### src/rtl/cci_mpf_prim_distrib_rr.sv
// cci_mpf_prim_distrib_rr: one-to-many round-robin distributor feeding per-client FWFT FIFOs
module cci_mpf_prim_distrib_rr #(
  parameter int NUM_CLIENTS = 4,
  parameter int DATA_WIDTH  = 64,
  parameter int FIFO_DEPTH  = 4
) (
  input  logic                              clk,
  input  logic                              reset,
  input  logic                              in_valid,
  input  logic [DATA_WIDTH-1:0]             in_data,
  output logic                              in_ready,
  output logic [$clog2(NUM_CLIENTS)-1:0]    in_client,
  output logic [NUM_CLIENTS-1:0]            out_valid,
  output logic [NUM_CLIENTS*DATA_WIDTH-1:0] out_data,
  input  logic [NUM_CLIENTS-1:0]            out_deq
);
  localparam int CW = $clog2(NUM_CLIENTS);
  localparam int PW = $clog2(FIFO_DEPTH);
  logic [NUM_CLIENTS-1:0] base, full, avail, grant;
  logic [2*NUM_CLIENTS-1:0] dbl, dbl_grant;
  logic accept;
  assign avail = ~full;
  assign dbl = {avail, avail};
  assign dbl_grant = dbl & ~(dbl - {{NUM_CLIENTS{1'b0}}, base});
  assign grant = dbl_grant[NUM_CLIENTS-1:0] | dbl_grant[2*NUM_CLIENTS-1:NUM_CLIENTS];
  assign in_ready = ~reset & |avail;
  assign accept = in_valid & in_ready;
  // binary index of the one-hot winner
  always_comb begin
    in_client = '0;
    for (int i = 0; i < NUM_CLIENTS; i++) in_client = grant[i] ? CW'(i) : in_client;
  end
  // priority moves to the client after the winner on every accept
  always_ff @(posedge clk) begin
    if (reset) base <= NUM_CLIENTS'(1);
    else if (accept) base <= {grant[NUM_CLIENTS-2:0], grant[NUM_CLIENTS-1]};
  end
  for (genvar g = 0; g < NUM_CLIENTS; g++) begin : g_fifo
    logic [DATA_WIDTH-1:0] mem [FIFO_DEPTH];
    logic [PW-1:0] wr_ptr, rd_ptr;
    logic [PW:0] count;
    logic enq, deq;
    assign enq = accept & grant[g];
    assign deq = out_deq[g] & out_valid[g];
    assign full[g] = count == (PW+1)'(FIFO_DEPTH);
    assign out_valid[g] = count != '0;
    assign out_data[g*DATA_WIDTH +: DATA_WIDTH] = mem[rd_ptr];
    // storage is left unreset; out_data is only meaningful while out_valid
    always_ff @(posedge clk) begin
      if (enq) mem[wr_ptr] <= in_data;
    end
    // pointers wrap naturally since depth is a power of two
    always_ff @(posedge clk) begin
      if (reset) begin
        wr_ptr <= '0;
        rd_ptr <= '0;
        count  <= '0;
      end else begin
        wr_ptr <= wr_ptr + PW'(enq);
        rd_ptr <= rd_ptr + PW'(deq);
        count  <= count + (PW+1)'(enq) - (PW+1)'(deq);
      end
    end
`ifndef SYNTHESIS
    a_deq_empty: assert property (@(posedge clk) disable iff (reset) !(out_deq[g] && !out_valid[g]));
`endif
  end
endmodule
### config.mk
export PLATFORM = sky130hd
export DESIGN_NAME = cci_mpf_prim_distrib_rr
export DESIGN_NICKNAME = d
export VERILOG_FILES = /design/src/rtl/cci_mpf_prim_distrib_rr.sv
export SDC_FILE = /design/constraint.sdc
export NUM_CORES = 1
export LEC_CHECK = 0
export CAP_MARGIN = 20
export CORE_UTILIZATION = 55
export DETAILED_ROUTE_END_ITERATION = 8
export GPL_TIMING_DRIVEN = 0
export PLACE_DENSITY_LB_ADDON = 0.12
export SYNTH_ARGS = -nofsm -noshare
export SYNTH_HDL_FRONTEND = slang
export SYNTH_SLANG_ARGS = --single-unit
### constraint.sdc
create_clock -name clk -period 28.8 [get_ports clk]
set_input_delay 5.76 -clock clk [delete_from_list [all_inputs] [get_ports clk]]
set_output_delay 5.76 -clock clk [all_outputs]
set_load 0.01 [all_outputs]
---- Word-level counts from Yosys, hierarchy flattened ----
Memories as Yosys holds them, arrays and structs flattened. A register that Yosys moved wholly into a read port is not among the register bits.
Cells that the tools add are included.
storage, ports and cells
  register bits after elaboration ......... 32
  RAM bits ................................ 1024
  input bits .............................. 71
  output and inout bits ................... 263
  logic and storage cells ................. 73
  memories ................................ 4
memory list
  name           words  bits a word  read ports  clocked after Yosys merged registers in  write ports  RTL line  RTL
  g_fifo[0].mem  4      64           1           1                                        1            39        logic [DATA_WIDTH-1:0] mem [FIFO_DEPTH];
  g_fifo[1].mem  4      64           1           1                                        1            39
  g_fifo[2].mem  4      64           1           1                                        1            39
  g_fifo[3].mem  4      64           1           1                                        1            39
operators by class
  $add $sub $neg .......................... 17
  equal/unequal tests ..................... 4
  muxes and demuxes ....................... 15
  bitwise logic cells ..................... 15
  reductions and logical operators ........ 5
operator list
  operator              count
  $add A2 B1 Y2         8
  $add A3 B1 Y3         4
  $eq A3 B3 Y1 const B  4
  $mux W2               6
  $reduce_bool A3 Y1    4
  $sub A3 B1 Y3         4
  $and A1 B1 Y1         10
  $mux W1               9
  $and A8 B8 Y8         1
  $not A8 Y8            1
  $sub A8 B4 Y8         1
  $not A4 Y4            1
  $or A4 B4 Y4          1
  $reduce_or A4 Y1      1
  $not A1 Y1            1

---- Depth between registers and ports, before layout ----
Gate-level depths: netlist (run 1).
  depth after elaboration ................. 9
  depth in mapped cells ................... 16
  depth with buffers taken out ............ 14

---- Least setup slack after synthesis (run 1) ----
OpenSTA, ideal clock, no wires.
  path type ............................... input to register
  start ................................... in reset
  end ..................................... mem g_fifo[3].mem[0][0] (enable)
  library setup time ...................... 0.644 ns
  arrival ................................. 12.405 ns
  required time ........................... 28.156 ns
  setup slack ............................. 15.751 ns
  cell stages on the path ................. 4
  buffers on the path ..................... 1
  path through ............................ clkbuf_1 > nor2b_1 > nand2_4 > nor4_1
between the ends
  cells in the longest elaborated chain, start to end .. 6
RTL lines
  what                           RTL line  RTL
  from (decl)                    8         input logic reset,
  $not A1 Y1                     26        assign in_ready = ~reset & |avail;
  $and A1 B1 Y1                  26
  $and A1 B1 Y1                  27        assign accept = in_valid & in_ready;
  $and A1 B1 Y1                  43        assign enq = accept & grant[g];
  $mux W1                        50        if (enq) mem[wr_ptr] <= in_data;
  $mux W1 (not written as such)  50
  to (decl)                      39
No other way between the ends.

---- Final worst setup path (run 1) ----
  start ................................... in reset
  end ..................................... out in_ready
between the ends
  cells in the longest elaborated chain, start to end .. 2
RTL lines
  what           RTL line  RTL
  $not A1 Y1     26
  $and A1 B1 Y1  26
  to (decl)      11        output logic in_ready,
No other way between the ends.

==> impl_metrics.json, run 1 <==
{
  "start_util_pct": 55.9,
  "fill_cells": 4155,
  "grt_max_degree": 41,
  "syn_avg_cell_area_um2": 25.1,
  "ir_worst_vdd_uv": 78.6,
  "p_leak_nw": 15.2,
  "post-place-ws_ns": 15.87,
  "ys_warn_count": 0,
  "yosysSeqAreaShare_pct": 81.3,
  "drv_slew": 0,
  "grt_pass1_wl_mm": 125,
  "netlist_top_cells_area": "edfxtp_1, mux4_2, dfxtp_1",
  "cts_max_path_buffers": 3,
  "post-route-util_pct": 69.6,
  "fin_nets": 2183,
  "core-area_um2": 69100,
  "ys_types": 47,
  "numCtsBuffers": 105,
  "clk_pin_slew_worst_paths_ns": 0.06,
  "ctsResizeCount": 0,
  "worstSetupPathType": "in2out",
  "post-route-period-util_pct": 45.0,
  "cts_tree": "done",
  "synth.most_common_cell": "edfxtp_1",
  "ys.flop_type": "edfxtp_1",
  "area_delta_synth_final_pct": 24.4,
  "slew-limit-headroom_pct": 25.3,
  "async_flop_share_pct": 0,
  "avgRoutedWirePerCell_um": 27.9,
  "cellPowerDensity_nw_per_um2": 87.1,
  "setup_ws_ns": 15.84,
  "htreeDepth": 3,
  "die_area_um2": 71300,
  "max_freq_mhz": 77.1,
  "finalSetupViolations": 0,
  "worstHoldPathType": "reg2reg",
  "startpoint_type": "input pin",
  "skew_ns": 0.0150,
  "postRouteAntennaNets": 0,
  "grt_pass1_vias": 18800,
  "drtIter0Drc": 1312,
  "io_buffers": 332,
  "synth.top_cell.area_share_pct": 79.6,
  "dp_hpwl_mm": 58.3,
  "vias": 18000,
  "register_area_um2": 31400,
  "grt_setup_unrepaired": "false",
  "multi_input_area_um2": 7000,
  "synthesis.area_um2": 38600,
  "totalPowerFinal_mw": 4.19,
  "cp_data_required_time_ns": 23.04,
  "synth_cells": 1536,
  "ys_top_cells_by_count": "edfxtp_1, mux4_2, buf_1",
  "outcome": "completed",
  "dp_cells": 2905,
  "cts.sinks": 1056,
  "cts_root_buf": "clkbuf_16",
  "rows": 96,
  "tightest_slew_ns": 1.11,
  "synth-edff-count": 1024,
  "ios": 334,
  "cts_hold_buf": 0,
  "die_h_um": 267,
  "grt_use_total_pct": 24.8,
  "wl_mm": 86.6,
  "drc": 0,
  "syn_nets": 1630,
  "routabilityCongestion": 0.821,
  "maxCapViolCount": 0,
  "first_pass_iters": 5,
  "worst_ep_arrival_time_ns": 7.20,
  "endpoint_kind": "output pin",
  "routed_via_density": 5.80,
  "hold_violations": 0,
  "tns_ns": 0,
  "stdcell_count": 3106,
  "path_max_fanout": 10,
  "worstSkewPairLatency_ns": 0.65,
  "r2r_cells": 12,
  "drive_above_1_share_pct": 25.3,
  "antenna_found_initial": 5,
  "postCtsSetupBuffers": 0,
  "timing.final.crit_period_ns": 12.96,
  "synth_area_leader_cell": "edfxtp_1",
  "ys_ff_latch": 1056,
  "hold_depth": 2,
  "die_w_um": 267,
  "overflow": 0
}
[placed cells by master, fill, tap and decap left out, types with 4 or more instances in the layout]
cell	netlist	layout
buf_1	37	37
clkinv_1	0	22
clkdlybuf4s50_1	0	332
clkbuf_1	24	43
nor3b_2	1	7
dfxtp_1	32	32
buf_6	0	68
ha_1	18	18
edfxtp_1	1024	1024
nor2b_1	17	17
buf_4	1	11
and2_1	5	5
clkinv_2	0	21
clkinvlp_4	0	4
mux4_2	256	256
buf_12	0	7
clkbuf_16	0	109
fa_1	5	5
buf_8	0	27
bufinv_16	0	10
nor2_1	21	18
nor3_2	1	4
inv_1	16	16
or3_1	4	4
xnor2_1	15	15
nand2_1	7	7
clkbuf_8	0	4
[kinds of logic after synthesis]
kind of cell    Yosys count  synth area share (%)
flops                  1056                  81.3
mux                     256                  14.9
simple gates             84                  1.33
buf+inv                  82                 0.813
fa+ha+maj                24                 0.868
compound gates           17                 0.373
xor+xnor                 17                 0.386
[power breakdown]
group	internal, mW	total [mW]	switching, mW
Clock	0.788	1.34	0.555
Sequential	1.77	1.79	0.0248
Combinational	0.551	1.05	0.501
Total	3.10	4.19	1.08
[layout make-up]
class	instances	share of cell area, %
sequential	1056	65.3
multi-input combinational	398	14.6
timing repair buffer	446	9.92
clock buffer	132	5.94
tap	931	2.42
clock inverter	60	1.15
buffer	64	0.513
inverter	18	0.141
antenna	1	0.00521
[worst max-delay path, stage by stage]
cell             delay, ns
clkbuf_1              0.31
clkbuf_1              0.51
nor2b_1               0.11
clkdlybuf4s50_1       0.50
[per-layer routing]
metal	global-route usage, %	vias to the layer above	wire [um]
li1	-	7667	-
met1	33.3	9649	34200
met2	41.4	570	44400
met3	5.93	131	6070
met4	5.89	8	1810
met5	0	-	58
[stage by stage]
stage          hold WS, ns  instance area [um^2]
4_1_cts              0.482                 47900
2_1_floorplan        0.436                 38600
3_5_place_dp         0.474                 44500
6_report             0.484                 48000
5_1_grt              0.505                 48000
3_3_place_gp         0.450                 43100
[state kept, by name (all words and copies together), names as in the netlist]
| signal | count |
|---|---|
| g_fifo.mem | 1024 |
| base | 4 |
| g_fifo.rd_ptr | 8 |
| g_fifo.wr_ptr | 8 |
| g_fifo.count | 12 |
[final timing paths]
kind | startpoint | endpoint | slack (ns)
setup reg to reg | g_fifo[1].count[1] | g_fifo[3].mem[0][14] | 24.37
hold reg to reg | base[3] | base[3] | 0.48
hold / removal | base[3] | base[3] | 0.48
setup / recovery | reset | in_ready | 15.84
Power figures use the tool's default switching activity.
==> inputs of run 2 (changes only) <==
==> constraint.sdc (replaced) <==
create_clock -name clk -period 12.25 [get_ports clk]
set_input_delay 2.45 -clock clk [delete_from_list [all_inputs] [get_ports clk]]
set_output_delay 2.45 -clock clk [all_outputs]
set_load 0.01 [all_outputs]
==> results of run 2 <==
Same layout as run 1 (identical final DEF). Status: completed.
Among the figures that moved: setup slack after placement 15.87 ns -> 5.94 ns; setup slack after layout 15.84 ns -> 5.79 ns; start point of the critical path reset -> g_fifo[1].count[1]; end point of the critical path in_ready -> in_client[1]; register-to-register setup slack 24.37 ns -> 7.82 ns; total power 4.19 mW -> 9.84 mW; worst IR drop on VDD 78.6 uV -> 185 uV
